### src/rtl/bram_pkg.sv
// Shared BRAM definitions for the byte-wide reader and the byte packer (writer).
package bram_pkg;

  localparam int unsigned BRAM_ADDR_W = 13;
  localparam int unsigned BRAM_DATA_W = 32;
  localparam int unsigned PACK_IN_W   = 8;
  localparam int unsigned PACK_LANES  = BRAM_DATA_W / PACK_IN_W;

  // Lane index width; at least one bit so single-lane builds still elaborate.
  function automatic int unsigned lane_idx_w(input int unsigned lanes);
    return (lanes > 1) ? $clog2(lanes) : 1;
  endfunction

  localparam int unsigned PACK_LANE_W = lane_idx_w(PACK_LANES);

  typedef enum logic [1:0] {
    PK_IDLE = 2'd0,
    PK_FILL = 2'd1,
    PK_DONE = 2'd2
  } packer_state_e;

endpackage

### src/rtl/bram_byte_packer.sv
// Packs a valid/ready byte stream into BRAM words written to consecutive addresses.
// Optional macro BRAM_PACKER_BIG_ENDIAN_EN: first byte of each word lands in the top lane.
module bram_byte_packer
  import bram_pkg::*;
#(
  parameter int unsigned ADDRESS_WIDTH  = BRAM_ADDR_W,
  parameter int unsigned DATA_IN_WIDTH  = PACK_IN_W,
  parameter int unsigned DATA_OUT_WIDTH = BRAM_DATA_W,
  parameter int unsigned BASE_ADDR      = 0,
  parameter int unsigned DEPTH          = 2048
) (
  input  logic                      clk_i,
  input  logic                      rst_i,
  input  logic                      en_i,
  input  logic                      valid_i,
  output logic                      ready_o,
  input  logic [DATA_IN_WIDTH-1:0]  data_i,
  input  logic                      last_i,
  output logic                      finish_o,
  output logic [ADDRESS_WIDTH:0]    word_count_o,
  output logic [ADDRESS_WIDTH-1:0]  bram_addr,
  output logic                      bram_en,
  output logic                      bram_we,
  output logic [DATA_OUT_WIDTH-1:0] bram_data_in
);

  localparam int unsigned LANES  = DATA_OUT_WIDTH / DATA_IN_WIDTH;
  localparam int unsigned LANE_W = lane_idx_w(LANES);
  localparam int unsigned CNT_W  = ADDRESS_WIDTH + 1;

  packer_state_e             state_q;
  logic [LANE_W-1:0]         lane_q;
  logic [LANE_W-1:0]         lane_pos;
  logic [DATA_OUT_WIDTH-1:0] word_q;
  logic [DATA_OUT_WIDTH-1:0] word_d;
  logic [ADDRESS_WIDTH-1:0]  addr_q;
  logic [ADDRESS_WIDTH-1:0]  bram_addr_q;
  logic [DATA_OUT_WIDTH-1:0] bram_data_q;
  logic [CNT_W-1:0]          count_q;
  logic                      ready_q;
  logic                      finish_q;
  logic                      wr_q;
  logic                      accept;
  logic                      word_done;
  logic                      sess_end;

  // Lane placement and word/session completion for the byte offered this cycle.
  always_comb begin
`ifdef BRAM_PACKER_BIG_ENDIAN_EN
    lane_pos = LANE_W'(LANES - 1) - lane_q;
`else
    lane_pos = lane_q;
`endif
    word_d = word_q;
    word_d[32'(lane_pos) * DATA_IN_WIDTH +: DATA_IN_WIDTH] = data_i;
    accept    = (state_q == PK_FILL) && en_i && valid_i;
    word_done = accept && (last_i || (lane_q == LANE_W'(LANES - 1)));
    sess_end  = word_done && (last_i || (count_q == CNT_W'(DEPTH - 1)));
  end

  always_ff @(posedge clk_i) begin
    if (rst_i) begin
      state_q     <= PK_IDLE;
      lane_q      <= '0;
      word_q      <= '0;
      addr_q      <= '0;
      count_q     <= '0;
      bram_addr_q <= '0;
      bram_data_q <= '0;
      ready_q     <= 1'b0;
      finish_q    <= 1'b0;
      wr_q        <= 1'b0;
    end else begin
      wr_q     <= 1'b0;
      finish_q <= 1'b0;
      if (!en_i) begin
        // Abort: any partially packed word is dropped without a write.
        state_q <= PK_IDLE;
        ready_q <= 1'b0;
        lane_q  <= '0;
        word_q  <= '0;
      end else begin
        case (state_q)
          PK_IDLE: begin
            state_q <= PK_FILL;
            ready_q <= 1'b1;
            lane_q  <= '0;
            word_q  <= '0;
            addr_q  <= ADDRESS_WIDTH'(BASE_ADDR);
            count_q <= '0;
          end
          PK_FILL: begin
            if (word_done) begin
              wr_q        <= 1'b1;
              bram_addr_q <= addr_q;
              bram_data_q <= word_d;
              addr_q      <= addr_q + ADDRESS_WIDTH'(1);
              count_q     <= count_q + CNT_W'(1);
              lane_q      <= '0;
              word_q      <= '0;
              if (sess_end) begin
                finish_q <= 1'b1;
                state_q  <= PK_DONE;
                ready_q  <= 1'b0;
              end
            end else if (accept) begin
              lane_q <= lane_q + LANE_W'(1);
              word_q <= word_d;
            end
          end
          PK_DONE: begin
            ready_q <= 1'b0;
          end
          default: begin
            state_q <= PK_IDLE;
            ready_q <= 1'b0;
          end
        endcase
      end
    end
  end

  assign ready_o      = ready_q;
  assign finish_o     = finish_q;
  assign word_count_o = count_q;
  assign bram_addr    = bram_addr_q;
  assign bram_en      = wr_q;
  assign bram_we      = wr_q;
  assign bram_data_in = bram_data_q;

endmodule

### config.mk
export PLATFORM = sky130hd
export DESIGN_NAME = bram_byte_packer
export DESIGN_NICKNAME = d
export VERILOG_FILES = /design/src/rtl/bram_pkg.sv /design/src/rtl/bram_byte_packer.sv
export SDC_FILE = /design/constraint.sdc
export NUM_CORES = 1
export LEC_CHECK = 0
export CAP_MARGIN = 10
export CORE_ASPECT_RATIO = 0.9
export CORE_MARGIN = 1
export CORE_UTILIZATION = 56
export DETAILED_ROUTE_END_ITERATION = 10
export DONT_BUFFER_PORTS = 1
export PLACE_DENSITY = 0.74
export RECOVER_POWER = 50
export SLEW_MARGIN = 30
export SYNTH_ARGS = -nofsm -noshare
export SYNTH_HDL_FRONTEND = slang
export SYNTH_SLANG_ARGS = --single-unit
### constraint.sdc
create_clock -name clk_i -period 1.8 [get_ports clk_i]
set_input_delay 0 -clock clk_i [delete_from_list [all_inputs] [get_ports clk_i]]
set_output_delay 0 -clock clk_i [all_outputs]
set_load 0.05 [all_outputs]
==> impl_metrics.yaml <==
timing:
  rsz0062_at_grt: "no"
  fin_crit_ns: 1.71
  fmax_ghz: 0.586
  finalCritPeriodShare_pct: 94.7
  slew_headroom_pct: 23.1
  finalHoldViolCount: 0
  skew_ns: 0.0143
  final-setup-viol-count: 0
  worst_slew_pin_slew_ns: 1.16
  tns_ns: 0
  finalMaxSlewViolations: 0
placement:
  dp_hpwl_mm: 7.87
  portBuffers: 0
  globalplace.congestion: 0.922
  dp.cells: 665
power:
  seqPwrFrac_pct: 59.6
  comb_power_share_pct: 7.9
  clkPwrFrac_pct: 32.6
  p_switching_mw: 1.12
  swShare_pct: 26.5
  p_leak_nw: 1.90
  pwr_density_cell_mw_per_mm2: 788
  peakVddDrop_mv: 0.709
  p_int_mw: 3.10
floorplan:
  dieArea_mm2: 0.00860
  coreArea_mm2: 0.00803
  pin_count: 76
  initial_core_util_pct: 57.4
  fp.dieH_um: 88.1
  rows: 31
  die_x_um: 97.6
worst_setup_path:
  crit_path_start_kind: "flip-flop"
  endpoint_kind: "flip-flop"
  r2r_end: "word_q[12]$_SDFFE_PP0P_"
  r2r_start: "lane_pos[1]$_SDFFE_PP0P_"
  arrival_ns: 2.03
  crit_required_ns: 2.12
  worstSetupPathType: "reg2reg"
  reg2reg_slack_ns: 0.09
  reg2regPathDepth: 6
  cp_max_fo: 8
logic_synthesis:
  synth_area_leaders: "dfxtp_1 (48%), nand2_1 (5.7%), a21oi_1 (5.2%)"
  synth_largest_area_cell: "dfxtp_1"
  syn_inst: 522
  yosysSeqAreaShare_pct: 48.2
  avgSynthCellArea_um2: 8.83
  ys_seq_elements: 111
  synthFlopType: "dfxtp_1"
  synth_area_mm2: 0.00461
  synth_edf_count: 0
  synth_top_area_share_pct: 48.2
  async_reset_ff_share_pct: 0
  syn_nets: 543
  yosysWarnings: 0
  ys_types: 52
run_status:
  run_status: "finished with violations"
  violations: "design-rule violations"
min_path:
  whs_endpoint: "addr_q[8]$_SDFFE_PP0P_"
  hold_path.class: "in2reg"
  min_from: "rst_i"
  holdPathStages: 3
route:
  wl_mm: 11.4
  first_iter_violations: 184
  antenna_left: 0
  via_per_inst: 5.88
  routed-via-count: 4076
  drc_errors: 6
  drt-pass1-iter-count: 8
  routedWlPerCell_um: 16.5
finish:
  area_growth_pct: 16.4
  antenna_cells: 0
  final_nets: 610
  fin_util_pct: 66.8
  drive_gt1_share_pct: 12.3
  final_cells: 693
cts:
  cts_tree: "built"
  clk_pin_slew_ns: 0.11
  htreeDepth: 3
  cts.sinks: 111
  numCtsBuffers: 9
  clockBufferDepth: 2
  clk-insertion-delay-late_ns: 0.38
  root_buffer: "clkbuf_8"
grt:
  grt_max_degree: 50
  grtUsageTotal_pct: 27.1
  grt_pass1_vias: 3954
  grt_overflow_total: 0
  grt_antenna_before_repair: 0
  grt_pass1_wl_mm: 18.6
job:
  cap_violations: 0
-- sequential cells by signal, summed over array words and instances (netlist names) --
name / cells
addr_q: 13
bram_addr: 13
bram_data_in: 32
bram_en: 1
finish_o: 1
lane_pos: 2
ready_o: 1
state_q: 2
word_count_o: 14
word_q: 32
-- cell type report --
class	count	area, µm²
fill	703	2670
multi-input combinational	368	2230
sequential	111	2230
timing repair buffer	89	562
clock buffer	9	124
tap	99	124
clock inverter	7	55.1
inverter	10	37.5
-- placed cells by master, fill, tap and decap left out, types with 6 or more instances in the layout --
cell	instances
a211oi_1	14
a21oi_1	48
a221oi_1	12
a22o_1	20
a22oi_1	13
buf_4	33
clkbuf_1	41
clkbuf_8	9
dfxtp_1	107
dlygate4sd3_1	11
ha_1	6
inv_1	7
nand2_1	70
nand3_1	10
nor2_1	48
nor2b_1	9
nor3_1	16
o21ai_0	18
o31ai_1	8
or4_1	10
-- synth_stat cells (2+ instances only) --
cell and number:
dfxtp_1 111, nand2_1 70, nor2_1 50, a21oi_1 48, a22o_1 20, o21ai_0 18
clkbuf_1 17, nor3_1 16, a211oi_1 13, a22oi_1 13, a221oi_1 12, nand3_1 10
or4_1 10, buf_2 9, nor2b_1 9, ha_1 8, inv_1 8, o31ai_1 8
and3_1 6, o211ai_1 5, or3_1 5, xnor2_1 5, and2_1 4, and4_1 4
nand4_1 4, o21a_1 4, buf_1 3, a31oi_1 2, and4b_1 2, buf_4 2
buf_6 2, nand2b_1 2, o21ai_2 2, xor2_1 2
-- power by group through the flow --
stage / clock, mW / sequential [mW] / combinational, mW
floorplan: 0 / 2.63 / 0.157
global placement: 0 / 2.57 / 0.274
detailed placement: 0 / 2.57 / 0.279
CTS: 1.41 / 2.52 / 0.344
global route: 1.50 / 2.52 / 0.357
finish: 1.38 / 2.52 / 0.332
-- critical path: stages, from the launching register on --
cell and delay, ns:
dfxtp_2 0.38, inv_1 0.11, ha_1 0.22, nor2_2 0.17
and4_1 0.22, and3_1 0.35, a22o_1 0.21
-- worst max-delay path by stage --
stage	from	to	slack, ns	cells after the start
after floorplan	word_count_o[3]$_SDFFE_PP0P_	word_count_o[10]$_SDFFE_PP0P_	0.02	4
after global placement	lane_pos[0]$_SDFFE_PP0P_	bram_addr[3]$_SDFFE_PP0P_	0.07	5
after detailed placement	lane_pos[0]$_SDFFE_PP0P_	bram_addr[3]$_SDFFE_PP0P_	-0.03	5
after CTS	lane_pos[1]$_SDFFE_PP0P_	word_count_o[8]$_SDFFE_PP0P_	0.01	5
after global routing	lane_pos[1]$_SDFFE_PP0P_	word_q[12]$_SDFFE_PP0P_	0.003	6
final	lane_pos[1]$_SDFFE_PP0P_	word_q[12]$_SDFFE_PP0P_	0.09	6
-- cells by family after synthesis --
family,count (synthesis),synth area share [%]
mux,1,0.244
xor+xnor,7,1.33
buf+inv,43,4.23
compound gates,155,23.4
flops,111,48.2
simple gates,197,20.4
fa+ha+maj,8,2.17
-- stage by stage --
step / hold WS [ns] / area, µm² / power, mW / setup WS (ns)
floorplan: 0.133 / 4610 / 2.78 / 0.0247
global placement: 0.0700 / 5180 / 2.85 / 0.0703
detailed placement: 0.0730 / 5180 / 2.85 / -0.0272
CTS: 0.000457 / 5500 / 4.27 / 0.00998
global route: 0.0250 / 5360 / 4.38 / 0.00274
finish: 0.00184 / 5360 / 4.23 / 0.0949
-- timing repair --
item                       CTS  global route
hold buffers                12             0
hold endpoints to repair    88             0
pin swaps                    0             1
setup endpoints to repair   15            74
setup buffers                0             0
resized for setup            2            12
-- layer usage --
layer,share of wire [%],up-vias,track usage (%),routed length (µm)
met2,51,108,50.0,5820
li1,-,2021,-,-
met4,1.9,0,9.64,221
met5,0,-,0,0
met3,5.8,20,5.91,667
met1,41,1927,31.3,4720
Note: power is estimated with default switching activity, not from simulation.
